`src/rtl/cpu_step_controller_pkg.sv`:
```
// Shared types and constants for the CPU step controller slice.
package step_ctrl_pkg;

    localparam int unsigned SYNC_STAGES = 2;
    localparam int unsigned COUNT_W     = 32;

    typedef enum logic [1:0] {
        IDLE = 2'd0,
        RUN  = 2'd1,
        STEP = 2'd2,
        HALT = 2'd3
    } state_t;

endpackage

```
`src/rtl/cpu_step_controller_if.sv`:
```
// Board/core side signals of the step controller; slave is the controller view.
interface cpu_step_controller_if;
    import step_ctrl_pkg::*;

    logic               slow_clock;
    logic               mode_run;
    logic               step_btn;
    logic               halt_req;
    logic               cpu_en;
    logic               running;
    logic               halted;
    logic [COUNT_W-1:0] step_count;

    modport master (
        output slow_clock, mode_run, step_btn, halt_req,
        input  cpu_en, running, halted, step_count
    );

    modport slave (
        input  slow_clock, mode_run, step_btn, halt_req,
        output cpu_en, running, halted, step_count
    );

endinterface

```
`src/rtl/cpu_step_controller_button_debouncer.sv`:
```
// Synchronises a bouncy pushbutton, filters it by a stability counter and
// reports a one-cycle pulse when the filtered level rises.
module button_debouncer
    import step_ctrl_pkg::*;
#(
    parameter int unsigned     DB_W            = 28,
    parameter logic [DB_W-1:0] DEBOUNCE_CYCLES = DB_W'(1_000_000)
) (
    input  logic clock_in,
    input  logic reset_n,
    input  logic btn_raw,
    output logic btn_level,
    output logic btn_press
);

    logic [SYNC_STAGES-1:0] btn_sync;
    logic [DB_W-1:0]        db_cnt;
    logic                   btn_s;

    assign btn_s = btn_sync[SYNC_STAGES-1];

    // Level only follows the synced input after DEBOUNCE_CYCLES consecutive disagreements.
    always_ff @(posedge clock_in or negedge reset_n) begin
        if (!reset_n) begin
            btn_sync  <= '0;
            db_cnt    <= '0;
            btn_level <= 1'b0;
            btn_press <= 1'b0;
        end else begin
            btn_sync  <= {btn_sync[SYNC_STAGES-2:0], btn_raw};
            btn_press <= 1'b0;
            if (btn_s != btn_level) begin
                if (db_cnt == DEBOUNCE_CYCLES - DB_W'(1)) begin
                    btn_level <= btn_s;
                    btn_press <= btn_s;
                    db_cnt    <= '0;
                end else begin
                    db_cnt <= db_cnt + DB_W'(1);
                end
            end else begin
                db_cnt <= '0;
            end
        end
    end

endmodule

```
`src/rtl/cpu_step_controller.sv`:
```
// Turns the divided clock into a one-cycle core enable, gated by run/step/halt
// control, and counts issued enables.
module cpu_step_controller
    import step_ctrl_pkg::*;
#(
    parameter int unsigned     DB_W            = 28,
    parameter logic [DB_W-1:0] DEBOUNCE_CYCLES = DB_W'(1_000_000)
) (
    input  logic                  clock_in,
    input  logic                  reset_n,
    cpu_step_controller_if.slave  bus
);

    logic [SYNC_STAGES:0]   slow_sync;
    logic [SYNC_STAGES-1:0] mode_sync;
    logic                   tick;
    logic                   mode_s;
    logic                   press;
    logic                   btn_level_unused;

    state_t             state_q;
    state_t             next_state;
    logic               permit;
    logic               cpu_en_d;
    logic               cpu_en_q;
    logic               running_q;
    logic               halted_q;
    logic [COUNT_W-1:0] step_count_q;

    button_debouncer #(
        .DB_W            (DB_W),
        .DEBOUNCE_CYCLES (DEBOUNCE_CYCLES)
    ) u_db (
        .clock_in  (clock_in),
        .reset_n   (reset_n),
        .btn_raw   (bus.step_btn),
        .btn_level (btn_level_unused),
        .btn_press (press)
    );

    // slow_clock is sampled as data; its extra stage gives a rising-edge tick.
    always_ff @(posedge clock_in or negedge reset_n) begin
        if (!reset_n) begin
            slow_sync <= '0;
            mode_sync <= '0;
        end else begin
            slow_sync <= {slow_sync[SYNC_STAGES-1:0], bus.slow_clock};
            mode_sync <= {mode_sync[SYNC_STAGES-2:0], bus.mode_run};
        end
    end

    assign tick   = slow_sync[SYNC_STAGES-1] & ~slow_sync[SYNC_STAGES];
    assign mode_s = mode_sync[SYNC_STAGES-1];

    always_comb begin
        next_state = state_q;
        permit     = 1'b0;
        unique case (state_q)
            IDLE: begin
                if (bus.halt_req)  next_state = HALT;
                else if (mode_s)   next_state = RUN;
                else if (press)    next_state = STEP;
            end
            RUN: begin
                permit = !bus.halt_req;
                if (bus.halt_req)  next_state = HALT;
                else if (!mode_s)  next_state = IDLE;
            end
            STEP: begin
                permit = !bus.halt_req;
                if (bus.halt_req)  next_state = HALT;
                else if (tick)     next_state = IDLE;
            end
            HALT: begin
                if (press && !bus.halt_req) next_state = IDLE;
            end
            default: next_state = IDLE;
        endcase
        cpu_en_d = tick & permit;
    end

    // Status flags track next_state so they change on the same edge as state_q.
    always_ff @(posedge clock_in or negedge reset_n) begin
        if (!reset_n) begin
            state_q      <= IDLE;
            cpu_en_q     <= 1'b0;
            running_q    <= 1'b0;
            halted_q     <= 1'b0;
            step_count_q <= '0;
        end else begin
            state_q      <= next_state;
            cpu_en_q     <= cpu_en_d;
            running_q    <= (next_state == RUN);
            halted_q     <= (next_state == HALT);
            step_count_q <= step_count_q + COUNT_W'(cpu_en_d);
        end
    end

    assign bus.cpu_en     = cpu_en_q;
    assign bus.running    = running_q;
    assign bus.halted     = halted_q;
    assign bus.step_count = step_count_q;

endmodule

```
`src/flat_wrapper.sv`:
```
// flat-port wrapper written by rule: the top's interface ports become plain ports
module cpu_step_controller_flat import step_ctrl_pkg::*;
#(
    parameter int unsigned     DB_W            = 28,
    parameter logic [DB_W-1:0] DEBOUNCE_CYCLES = DB_W'(1_000_000)
)
  (clock_in, reset_n, bus_slow_clock, bus_mode_run, bus_step_btn, bus_halt_req, bus_cpu_en, bus_running, bus_halted, bus_step_count);
  cpu_step_controller_if bus_i ();
  input  logic clock_in;
  input  logic reset_n;
  input wire logic [$bits(bus_i.slow_clock)-1:0] bus_slow_clock;
  input wire logic [$bits(bus_i.mode_run)-1:0] bus_mode_run;
  input wire logic [$bits(bus_i.step_btn)-1:0] bus_step_btn;
  input wire logic [$bits(bus_i.halt_req)-1:0] bus_halt_req;
  output wire logic [$bits(bus_i.cpu_en)-1:0] bus_cpu_en;
  output wire logic [$bits(bus_i.running)-1:0] bus_running;
  output wire logic [$bits(bus_i.halted)-1:0] bus_halted;
  output wire logic [$bits(bus_i.step_count)-1:0] bus_step_count;
  assign bus_i.slow_clock = bus_slow_clock;
  assign bus_i.mode_run = bus_mode_run;
  assign bus_i.step_btn = bus_step_btn;
  assign bus_i.halt_req = bus_halt_req;
  assign bus_cpu_en = bus_i.cpu_en;
  assign bus_running = bus_i.running;
  assign bus_halted = bus_i.halted;
  assign bus_step_count = bus_i.step_count;
  cpu_step_controller #(.DB_W(DB_W), .DEBOUNCE_CYCLES(DEBOUNCE_CYCLES)) u_core (.clock_in(clock_in), .reset_n(reset_n), .bus(bus_i));
endmodule
```
`config.mk`:
```
export PLATFORM = sky130hd
export DESIGN_NAME = cpu_step_controller_flat
export DESIGN_NICKNAME = d
export VERILOG_FILES = /design/src/rtl/cpu_step_controller_pkg.sv /design/src/rtl/cpu_step_controller_if.sv /design/src/rtl/cpu_step_controller_button_debouncer.sv /design/src/rtl/cpu_step_controller.sv /design/src/flat_wrapper.sv
export SDC_FILE = /design/constraint.sdc
export NUM_CORES = 1
export LEC_CHECK = 0
export CAP_MARGIN = 10
export CORE_UTILIZATION = 35
export DETAILED_ROUTE_END_ITERATION = 10
export GPL_TIMING_DRIVEN = 0
export HOLD_SLACK_MARGIN = 0.02
export SETUP_SLACK_MARGIN = 0.4
export SLEW_MARGIN = 20
export SYNTH_ARGS = -nofsm -noshare
export SYNTH_HDL_FRONTEND = slang
export SYNTH_SLANG_ARGS = --single-unit
```
`constraint.sdc`:
```
create_clock -name clock_in -period 2.9 [get_ports clock_in]
set_input_delay 0.58 -clock clock_in [delete_from_list [all_inputs] [get_ports clock_in]]
set_output_delay 0.58 -clock clock_in [all_outputs]
set_load 0.005 [all_outputs]
```
==> impl_results.md <==
- IR drop worst, VDD: 259.9 uV
- Area taken by multi-input logic gates: 1660 um^2
- Number of maximum-capacitance violations: 0
- Remaining global-route overflow: 0
- Sum of negative setup slack: 0 ns
- Wire length per cell after detailed routing: 13.76 um
- Leak pwr: 0.001774 uW
- Ports placed on the boundary: 41
- Total internal power: 1686 uW
- Number of distinct standard cells referenced by the synthesized netlist: 44
- Wirelength, routed: 7142 um
- Die area: 10,360 um^2
- Async set-or-reset flop fraction in the synthesized netlist: 100.0%
- Ordered list of cells on the worst path: clkdlybuf4s50_1 -> nor3b_4 -> ha_2 -> ha_4 -> nand2_4 -> nor4_4 -> buf_6 -> nand4_1 -> xnor2_1
- Initial cell density of the core: 35.80%
- CTS Buffer Depth: 2
- Kind of critical path: in2reg
- Fin crit share: 82.59%
- Critical Path Slowest Stage Cell: sky130_fd_sc_hd__clkdlybuf4s50_1
- Number of nets in the synthesized netlist: 341
- Gate count of the mapped netlist: 327
- R2r endpoint: u_core.bus.step_count[26]
- Final setup skew: 0.01292 ns
- Largest net degree at the start of global routing: 41
- FILL cells: 933
- Top area cells in the synthesized netlist: sky130_fd_sc_hd__dfrtp_1 (53%), sky130_fd_sc_hd__xnor2_1 (7.8%), sky130_fd_sc_hd__nand4_1 (4.5%)
- Placer Congestion: 0.7962
- Mean number of vias per cell: 5.195
- Register area share after synthesis: 53.16%
- Mapped Avg Cell Area: 10.65 um^2
- Count of endpoints failing hold in the final timing report: 0
- Headroom to the max-slew limit: 64.29%
- Critical path fanouts, max: 8
- Logic depth of the worst register-to-register path: 10
- Synthesis-to-finish area growth: 25.57%
- Type of destination of the critical path: register
- Number of enable-type register cells in the synthesized netlist: 0
- Arrival time of data at the critical path endpoint: 2.64 ns
- Startpoint of the most critical register-to-register path: u_core.state_q[0]
- Slowest Stage Delay on Critical Path: 0.54 ns
- Result of the run: complete, no violations
- Flip-flop and latch area: 1852 um^2
- Final setup violation count: 0
- Crit path from: bus_halt_req
- Post-layout min period: 2.395 ns
- Count of synthesis-stage warnings from yosys: 0
- Power Total: 2326 uW
- Vias in the first global route: 2,565
- Net switching power: 639.9 uW
- H-tree levels: 3
- Switch share: 27.51%
- Width of the die: 101.8 um
- Flop pwr share: 50.3%
- Floorplan die height: 101.8 um
- TritonCTS clock tree: yes
- Unrepaired setup endpoints after global routing: yes
- Combined area of all synthesized cells: 3483 um^2
- Ratio of cells with drive above 1 in the final layout: 11.66%
- FP Rows: 36
- Total number of vias: 2,696
- Required arrival time at the worst endpoint: 3.14 ns
- Detailed-route DRC error count: 0
- Share of total power in the clock network: 35.8%
- Global-route wire length before repair: 12,230 um
- Root buf cell: sky130_fd_sc_hd__clkbuf_8
- Power share of the combinational group: 13.9%
- Clock network latency to the later pin of the worst-skew pair: 0.35 ns
- Predominant post-synthesis flop cell: sky130_fd_sc_hd__dfrtp_1
- Number of nets in the finished design: 395
- Antenna diode count: 0
- Leading area contributor after synthesis: sky130_fd_sc_hd__dfrtp_1
- Post-CTS Hold Fix Bufs: 0
- HPWL Detailed: 4980 um
- Kind of launch point of the worst setup path: primary input
- Clock-pin slew reported for the worst setup and hold paths after clock tree synthesis: 0.09 ns
- Count of final max-slew check failures: 0
- Reg-to-reg setup timing slack: 0.52 ns
- Total global-route track usage: 15.29%
- Crit path to: u_core.bus.step_count[26]
- PortBufs: 40
- Number of storage elements in the synthesis netlist: 74
- Core footprint: 9729 um^2
- Clock Sinks: 74
- Iter 0 DRT Violations: 110
- Number of detailed-route iterations in the first pass: 5
- Number of antenna violations at the first check in global routing: 0
- Number of buffers created by CTS: 9
- Most common cell after layout, fill and taps aside: sky130_fd_sc_hd__dfrtp_1
- Synth top area share: 53.16%
- Post-route ant nets: 0
- Commonest cells after routing, fill and taps aside: sky130_fd_sc_hd__dfrtp_1 (74), sky130_fd_sc_hd__clkdlybuf4s50_1 (39), sky130_fd_sc_hd__xnor2_1 (31)
- Upper clock frequency limit: 417.5 MHz
- Tightest Hold Check Type: in2async
- Worst slew pin tran: 0.5313 ns
- Power Dens Cells: 531.8 nW/um^2
[state kept, by name, indices dropped and copies added (netlist names), 2 cells and up]
name and count:
u_core.u_db.btn_sync 2, u_core.state_q 2, u_core.bus.step_count 32, u_core.slow_sync 3, u_core.mode_sync 2, u_core.u_db.db_cnt 28
[critical path: cells and delay by family]
family | cells | cell delay, ns
AND/OR/NAND/NOR | 4 | 0.77
adder cells (fa/ha/maj) | 2 | 0.41
buffers and inverters | 2 | 0.71
XOR/XNOR | 1 | 0.16
[how the worst min path moves through the flow]
| stage | to | cells past startpoint |
|---|---|---|
| 5_1_grt | u_core.bus.step_count[3] | 1 |
| 3_3_place_gp | u_core.slow_sync[1] | 0 |
| 4_1_cts | u_core.bus.step_count[17] | 1 |
| 2_1_floorplan | u_core.bus.cpu_en | 0 |
| 3_5_place_dp | u_core.u_db.btn_sync[1] | 0 |
| 6_report | u_core.bus.step_count[21] | 1 |
[cell usage after synthesis (2+ instances only)]
cell / instances
sky130_fd_sc_hd__or4_1: 6
sky130_fd_sc_hd__and3_1: 10
sky130_fd_sc_hd__xor2_1: 12
sky130_fd_sc_hd__dfrtp_1: 74
sky130_fd_sc_hd__nand2b_1: 2
sky130_fd_sc_hd__or3_2: 2
sky130_fd_sc_hd__ha_1: 8
sky130_fd_sc_hd__or3_1: 9
sky130_fd_sc_hd__clkbuf_1: 4
sky130_fd_sc_hd__inv_1: 4
sky130_fd_sc_hd__o21ai_0: 11
sky130_fd_sc_hd__nand3_1: 22
sky130_fd_sc_hd__a21oi_1: 15
sky130_fd_sc_hd__and4_1: 4
sky130_fd_sc_hd__buf_2: 3
sky130_fd_sc_hd__nand4_1: 25
sky130_fd_sc_hd__nor2_1: 22
sky130_fd_sc_hd__xnor2_1: 31
sky130_fd_sc_hd__o31ai_1: 5
sky130_fd_sc_hd__nor4_1: 10
sky130_fd_sc_hd__nor3b_1: 2
sky130_fd_sc_hd__nor3_1: 5
sky130_fd_sc_hd__nand2_1: 19
sky130_fd_sc_hd__nor2b_1: 2
[area by class of cell]
cell class              count  share of cell area, %
repair buffers             43                  9.983
multi-input cells         241                  37.96
well taps                 133                  3.804
clock buffers               9                  2.832
clock inverters             7                  1.888
flip-flops and latches     74                  42.33
inverters                   4                 0.3432
plain buffers               8                 0.8581
[per-layer routing]
metal	track usage, %	up-vias	part of all wire, %
li1	-	1310	-
met1	19.28	1323	46
met2	25.21	56	48
met3	4.417	7	4.7
met4	5.017	0	1.1
met5	0	-	0
[power groups by stage]
stage / sequential (uW) / combinational, uW / clock [uW]
2_1_floorplan: 1170 / 152 / 0
3_3_place_gp: 1180 / 289 / 0
3_5_place_dp: 1180 / 306 / 0
4_1_cts: 1160 / 317 / 867
5_1_grt: 1180 / 367 / 907
6_report: 1170 / 323 / 833
[through the flow]
stage / setup WS (ns) / instances / instance area [um^2] / util, % / hold slack [ns]
floorplan: 0.5484 / 327 / 3483 / - / 0.2844
global placement: -1.362 / 500 / 4050 / 41.63 / 0.3330
detailed placement: -0.4193 / 501 / 4068 / 41.81 / 0.3347
CTS: 0.3976 / 518 / 4317 / 44.37 / 0.1672
global route: 0.3829 / 519 / 4374 / 44.96 / 0.1933
finish: 0.5050 / 519 / 4374 / 44.96 / 0.1697
[logic make-up (layout without fill, tap and decap cells)]
group                    after synthesis  in the layout  synth area share (%)
XOR/XNOR                              43             43                 10.81
flip-flops                            74             74                 53.16
adder cells (fa/ha/maj)                8              8                 2.874
AO/OA/AOI/OAI                         40             40                 7.112
multiplexers                           1              1                0.3233
buffers and inverters                 12             71                 1.436
AND/OR/NAND/NOR                      149            149                 24.28
[timing repair]
| item | in CTS | in global routing |
|---|---|---|
| gates cloned | 0 | 0 |
| gates resized for setup | 5 | 13 |
| setup endpoints to repair | 23 | 24 |
| pin swaps | 1 | 1 |
| buffers inserted | 1 | 1 |
No activity file was read; power rests on OpenSTA's default activity.
